<file path="src/rtl/issue_ctrl_pkg.sv">
// Shared processor definitions used by decode, issue and execute.
package issue_ctrl_pkg;

  localparam int REG_ADDR_W = 5;
  localparam int OPCODE_W   = 5;

  typedef enum logic [0:0] {
    S_RUN     = 1'b0,
    S_MC_BUSY = 1'b1
  } issue_state_t;

endpackage

</file>
<file path="src/rtl/issue_ctrl_reg_scoreboard.sv">
// Register scoreboard: one pending bit per architectural register, plus two
// read ports that report a RAW hazard against the registered pending bits.
// x0 is never tracked, so its bit is tied low.
module reg_scoreboard
  import issue_ctrl_pkg::*;
#(
  parameter int NUM_REGS = 32
) (
  input  logic                  clk,
  input  logic                  rst_n,
  input  logic                  flush_i,
  input  logic                  set_en_i,
  input  logic [REG_ADDR_W-1:0] set_addr_i,
  input  logic                  clr_en_i,
  input  logic [REG_ADDR_W-1:0] clr_addr_i,
  input  logic                  rs1_en_i,
  input  logic [REG_ADDR_W-1:0] rs1_addr_i,
  input  logic                  rs2_en_i,
  input  logic [REG_ADDR_W-1:0] rs2_addr_i,
  output logic                  hazard_o
);

  logic [NUM_REGS-1:0] pending;

  assign pending[0] = 1'b0;

  genvar gi;
  generate
    for (gi = 1; gi < NUM_REGS; gi++) begin : g_bit
      localparam logic [REG_ADDR_W-1:0] IDX = REG_ADDR_W'(gi);
      logic pending_reg;
      logic pending_next;

      // Flush beats everything; a new writer beats a retiring one (it is younger).
      always_comb begin
        pending_next = pending_reg;
        if (flush_i) begin
          pending_next = 1'b0;
        end else if (set_en_i && (set_addr_i == IDX)) begin
          pending_next = 1'b1;
        end else if (clr_en_i && (clr_addr_i == IDX)) begin
          pending_next = 1'b0;
        end
      end

      // Pending bit storage.
      always_ff @(posedge clk or negedge rst_n) begin
        if (!rst_n) begin
          pending_reg <= 1'b0;
        end else begin
          pending_reg <= pending_next;
        end
      end

      assign pending[gi] = pending_reg;
    end
  endgenerate

  // Hazard uses only the registered bits: no same-cycle writeback bypass.
  always_comb begin
    hazard_o = (rs1_en_i && (rs1_addr_i != '0) && pending[rs1_addr_i]) ||
               (rs2_en_i && (rs2_addr_i != '0) && pending[rs2_addr_i]);
  end

endmodule

</file>
<file path="src/rtl/issue_ctrl.sv">
// Issue controller between decode and execute: gates issue on scoreboard
// hazards, multi-cycle occupancy and flush, and registers the issued op.
module issue_ctrl
  import issue_ctrl_pkg::*;
#(
  parameter int MC_LATENCY = 4,
  parameter int NUM_REGS   = 32
) (
  input  logic                  clk,
  input  logic                  rst_n,
  input  logic                  id_valid_i,
  input  logic [OPCODE_W-1:0]   id_opcode_i,
  input  logic [REG_ADDR_W-1:0] id_rs1_addr_i,
  input  logic [REG_ADDR_W-1:0] id_rs2_addr_i,
  input  logic [REG_ADDR_W-1:0] id_rd_addr_i,
  input  logic                  id_uses_rs1_i,
  input  logic                  id_uses_rs2_i,
  input  logic                  id_writes_rd_i,
  input  logic                  id_multicycle_i,
  input  logic                  wb_valid_i,
  input  logic [REG_ADDR_W-1:0] wb_rd_addr_i,
  input  logic                  flush_i,
  output logic                  id_ready_o,
  output logic                  stall_o,
  output logic                  ex_valid_o,
  output logic [OPCODE_W-1:0]   ex_opcode_o,
  output logic [REG_ADDR_W-1:0] ex_rd_addr_o,
  output logic                  ex_busy_o
);

  localparam int CNT_W = $clog2(MC_LATENCY + 1);

  issue_state_t     state_reg, state_next;
  logic [CNT_W-1:0] cnt_reg, cnt_next;
  logic             hazard;
  logic             accept;

  reg_scoreboard #(
    .NUM_REGS (NUM_REGS)
  ) u_scoreboard (
    .clk        (clk),
    .rst_n      (rst_n),
    .flush_i    (flush_i),
    .set_en_i   (accept && id_writes_rd_i && (id_rd_addr_i != '0)),
    .set_addr_i (id_rd_addr_i),
    .clr_en_i   (wb_valid_i && (wb_rd_addr_i != '0)),
    .clr_addr_i (wb_rd_addr_i),
    .rs1_en_i   (id_uses_rs1_i),
    .rs1_addr_i (id_rs1_addr_i),
    .rs2_en_i   (id_uses_rs2_i),
    .rs2_addr_i (id_rs2_addr_i),
    .hazard_o   (hazard)
  );

  // State register and occupancy counter.
  always_ff @(posedge clk or negedge rst_n) begin
    if (!rst_n) begin
      state_reg <= S_RUN;
      cnt_reg   <= '0;
    end else begin
      state_reg <= state_next;
      cnt_reg   <= cnt_next;
    end
  end

  // Next state: a multi-cycle issue holds execute until the counter reaches 1.
  always_comb begin
    state_next = state_reg;
    cnt_next   = cnt_reg;
    if (flush_i) begin
      state_next = S_RUN;
      cnt_next   = '0;
    end else begin
      case (state_reg)
        S_RUN: begin
          if (accept && id_multicycle_i) begin
            state_next = S_MC_BUSY;
            cnt_next   = CNT_W'(MC_LATENCY - 1);
          end
        end
        S_MC_BUSY: begin
          if (cnt_reg <= CNT_W'(1)) begin
            state_next = S_RUN;
            cnt_next   = '0;
          end else begin
            cnt_next = cnt_reg - CNT_W'(1);
          end
        end
        default: begin
          state_next = S_RUN;
          cnt_next   = '0;
        end
      endcase
    end
  end

  // Outputs: accept/stall handshake and busy flag.
  always_comb begin
    accept     = id_valid_i && !hazard && (state_reg == S_RUN) && !flush_i;
    id_ready_o = accept;
    stall_o    = id_valid_i && !accept;
    ex_busy_o  = (state_reg == S_MC_BUSY);
  end

  // Execute-stage register: valid pulses per issue, fields hold otherwise.
  always_ff @(posedge clk or negedge rst_n) begin
    if (!rst_n) begin
      ex_valid_o   <= 1'b0;
      ex_opcode_o  <= '0;
      ex_rd_addr_o <= '0;
    end else begin
      ex_valid_o <= accept;
      if (accept) begin
        ex_opcode_o  <= id_opcode_i;
        ex_rd_addr_o <= id_rd_addr_i;
      end
    end
  end

endmodule

</file>
<file path="config.mk">
export PLATFORM = sky130hd
export DESIGN_NAME = issue_ctrl
export DESIGN_NICKNAME = d
export VERILOG_FILES = /design/src/rtl/issue_ctrl_pkg.sv /design/src/rtl/issue_ctrl_reg_scoreboard.sv /design/src/rtl/issue_ctrl.sv
export SDC_FILE = /design/constraint.sdc
export NUM_CORES = 1
export LEC_CHECK = 0
export CAP_MARGIN = 20
export CORE_ASPECT_RATIO = 0.7
export CORE_UTILIZATION = 53
export CTS_CLUSTER_SIZE = 24
export DETAILED_ROUTE_END_ITERATION = 10
export GPL_TIMING_DRIVEN = 0
export PLACE_DENSITY = 0.87
export SLEW_MARGIN = 20
export SYNTH_ARGS = -nofsm -noshare
export SYNTH_HDL_FRONTEND = slang
export SYNTH_SLANG_ARGS = --single-unit
</file>
<file path="constraint.sdc">
create_clock -name clk -period 5.2 [get_ports clk]
set_input_delay 1.56 -clock clk [delete_from_list [all_inputs] [get_ports clk]]
set_output_delay 1.56 -clock clk [all_outputs]
set_load 0.005 [all_outputs]
</file>
==> out/metrics.cfg <==
[status]
status=finished clean

[sta]
max_freq_mhz=197
tightest_slew_ns=0.590
finClkSkew_ns=0.00427
rsz0062_at_grt=no
setup_viol=0
final_max_slew_viol_count=0
slew_headroom_pct=60.6
fin_crit_sh_pct=97.6
fin_crit_ns=5.08
hold_viol_final=0

[synthesis]
ys_warn_count=0
ys_types=40
async_flop_share_pct=100
syn_inst=263
synth_seq_area_share_pct=41.4
syn_area_per_cell_um2=10.6
synth_area_um2=2780
synth-seq-cells=46
syn_nets=299
synth-main-ff-cell=dfrtp_1
synth-edff-count=0

[layout]
design_area_um2=3530
n_antenna_cell=0
nets=360
layout-drive-gt1-share_pct=19.1
largest_reg_flops=31
fill_cells=358
seqCellArea_um2=1150
multi_input_area_um2=1540
area_growth_pct=27.1
fin_util_pct=71.9

[routing]
dr.pass1.iters=5
drc_errors=0
antenna_left=0
vias_per_cell=6.81
avgRoutedWirePerCell_um=21.5
drtIter0Drc=370
dr_total_vias=2684
routed_wl_um=8460

[pwr]
p_leak_nw=1.38
seqPwrFrac_pct=46.5
p_sw_mw=0.252
ir_worst_vdd_v=0.000213
p_int_mw=0.617
combPwrFrac_pct=27.2
clkPwrFrac_pct=26.2
power.density_nw_per_um2=246
swShare_pct=29.0

[grt]
grt_max_degree=25
overflow=0
grt_pass1_wl_um=13500
antenna_found_initial=0
track_usage_pct=32.8
grt_pass1_vias=2560

[clock_network]
clock_sinks=46
cts.clk_slew.worst_paths_ns=0.08
clk_path_buf_depth=2
cts_max_level=2
numCtsBuffers=5
cts_tree=built
clk_root_buffer_cell=clkbuf_8
holdBufCountCts=0
clkLatencyLatePin_ns=0.30

[setup_path]
crit_path_cell_trace=buf_4 > buf_8 > mux2_4 > o311a_1 > a31o_1 > o32ai_2 > nand4_2 > buf_4 > buf_6 > inv_6 > dlygate4sd2_1
cpPeakStageDelay_ns=0.30
crit_fanout=9
start_kind=input port
worstSetupPathType=in2out
required_ns=3.64
worst_setup_path_end_kind=primary output
crit_arrival_ns=3.52
crit_path_frequent_cell=buf_4
crit_slowest_cell=mux2_4

[placement]
port_buffers=44
place_hpwl_um=6030
gp_congestion=0.953
placed_area_um2=3330

[floorplanning]
design.die.area_um2=5540
ios=48
core_region_area_um2=4910
die-width_um=88.6
initial_utilization_pct=56.6
row_count=21
die_h_um=62.6

[flow_run]
cap_violations=0

[worst_hold_path]
hp-class=reg2reg

through the flow:
stage | power, mW | std cells | hold WS (ns) | TNS, ns | setup WS [ns]
after floorplan | 0.511 | 263 | 0.464 | 0 | 0.409
after global placement | 0.619 | 376 | 0.483 | -1.57 | -0.888
after detailed placement | 0.630 | 377 | 0.495 | -1.63 | -0.919
after CTS | 0.859 | 393 | 0.511 | 0 | 0.00458
after global routing | 0.905 | 394 | 0.531 | 0 | 0.0666
final | 0.869 | 394 | 0.505 | 0 | 0.123
power by group through the flow:
stage,Sequential (mW),Combinational [mW],Clock (mW)
global route,0.408,0.254,0.242
finish,0.404,0.237,0.228
detailed placement,0.410,0.220,0
floorplan,0.410,0.101,0
global placement,0.408,0.211,0
CTS,0.404,0.231,0.224
per-layer routing:
metal,up-vias,part of all wire [%],track usage [%]
met4,0,3.4,12.1
met5,-,0,0
met3,41,13,9.91
met1,1270,40,46.6
met2,231,44,47.5
li1,1142,-,-
timing repair:
item                       CTS  global route
gates cloned                 0             0
pin swaps                    3             2
buffers inserted             9             1
setup endpoints to repair    2             1
resized for setup           27             6
placed cells by master, fill, tap and decap left out, types with 2 or more instances in the layout:
cell type / instances
nor3_1: 5
nand3_1: 24
a21oi_1: 6
a311oi_1: 3
mux4_2: 11
nand3b_1: 4
buf_8: 2
nand2_1: 25
clkbuf_8: 7
a2111oi_2: 2
o311ai_0: 4
ha_1: 2
buf_4: 11
nor2b_1: 7
mux2i_1: 9
mux2_2: 11
inv_1: 7
clkdlybuf4s50_1: 38
nor2_1: 6
dlygate4sd2_1: 2
nand2b_1: 5
nand4b_1: 4
o31ai_2: 4
nor3b_1: 3
buf_6: 2
clkbuf_1: 10
o31ai_1: 27
o211ai_1: 12
dfrtp_1: 46
o21ai_0: 5
synth_stat cells, drive strengths merged (5+ instances only):
| cell | instances | area, um^2 |
|---|---|---|
| dfrtp | 46 | 1150 |
| o31ai | 31 | 253 |
| nand2 | 25 | 93.8 |
| nand3 | 24 | 120 |
| mux2 | 12 | 139 |
| o211ai | 12 | 90.1 |
| clkbuf | 11 | 41.3 |
| mux4 | 11 | 252 |
| mux2i | 9 | 90.1 |
| inv | 8 | 30.0 |
| nor2 | 8 | 30.0 |
| a21oi | 7 | 35.0 |
| nor2b | 7 | 43.8 |
| buf | 5 | 45.0 |
| nand2b | 5 | 31.3 |
| nor3 | 5 | 25.0 |
| o21ai | 5 | 25.0 |
path summary, 6_finish.rpt:
check	from	to	slack, ns	cells past startpoint
worst max-delay path	id_rs1_addr_i[0]	id_ready_o	0.12	11
worst min-delay path	cnt_reg[1]	cnt_reg[1]	0.50	2
worst max register to register	u_scoreboard.g_bit[26].pending_reg	u_scoreboard.g_bit[3].pending_reg	2.45	10
worst min register to register	cnt_reg[1]	cnt_reg[1]	0.50	2
max in group asynchronous	rst_n	u_scoreboard.g_bit[1].pending_reg	3.42	2
min in group asynchronous	rst_n	cnt_reg[0]	1.26	1
critical path: cells and delay by family:
kind	cells	cell delay (ns)
simple gates	1	0.17
buf+inv	6	0.88
mux	1	0.30
compound gates	3	0.59
layout make-up:
cell class	count	area share, %
flip-flops and latches	46	32.6
repair buffers	55	15.2
inverters	8	0.992
multi-input cells	193	43.4
well taps	69	2.44
clock buffers	7	2.44
plain buffers	15	2.76
clock inverters	1	0.142
kinds of logic after synthesis:
kind of cell	after synthesis	share of synthesized area [%]
xor gates and xnor gates	1	0.315
adders and majority gates	2	0.900
DFF	46	41.4
and+or+nand+nor	89	16.7
AOI/OAI and AO/OA	69	19.2
muxes	32	17.3
buffers and inverters	24	4.19
Note: power is estimated with default switching activity, not from simulation.
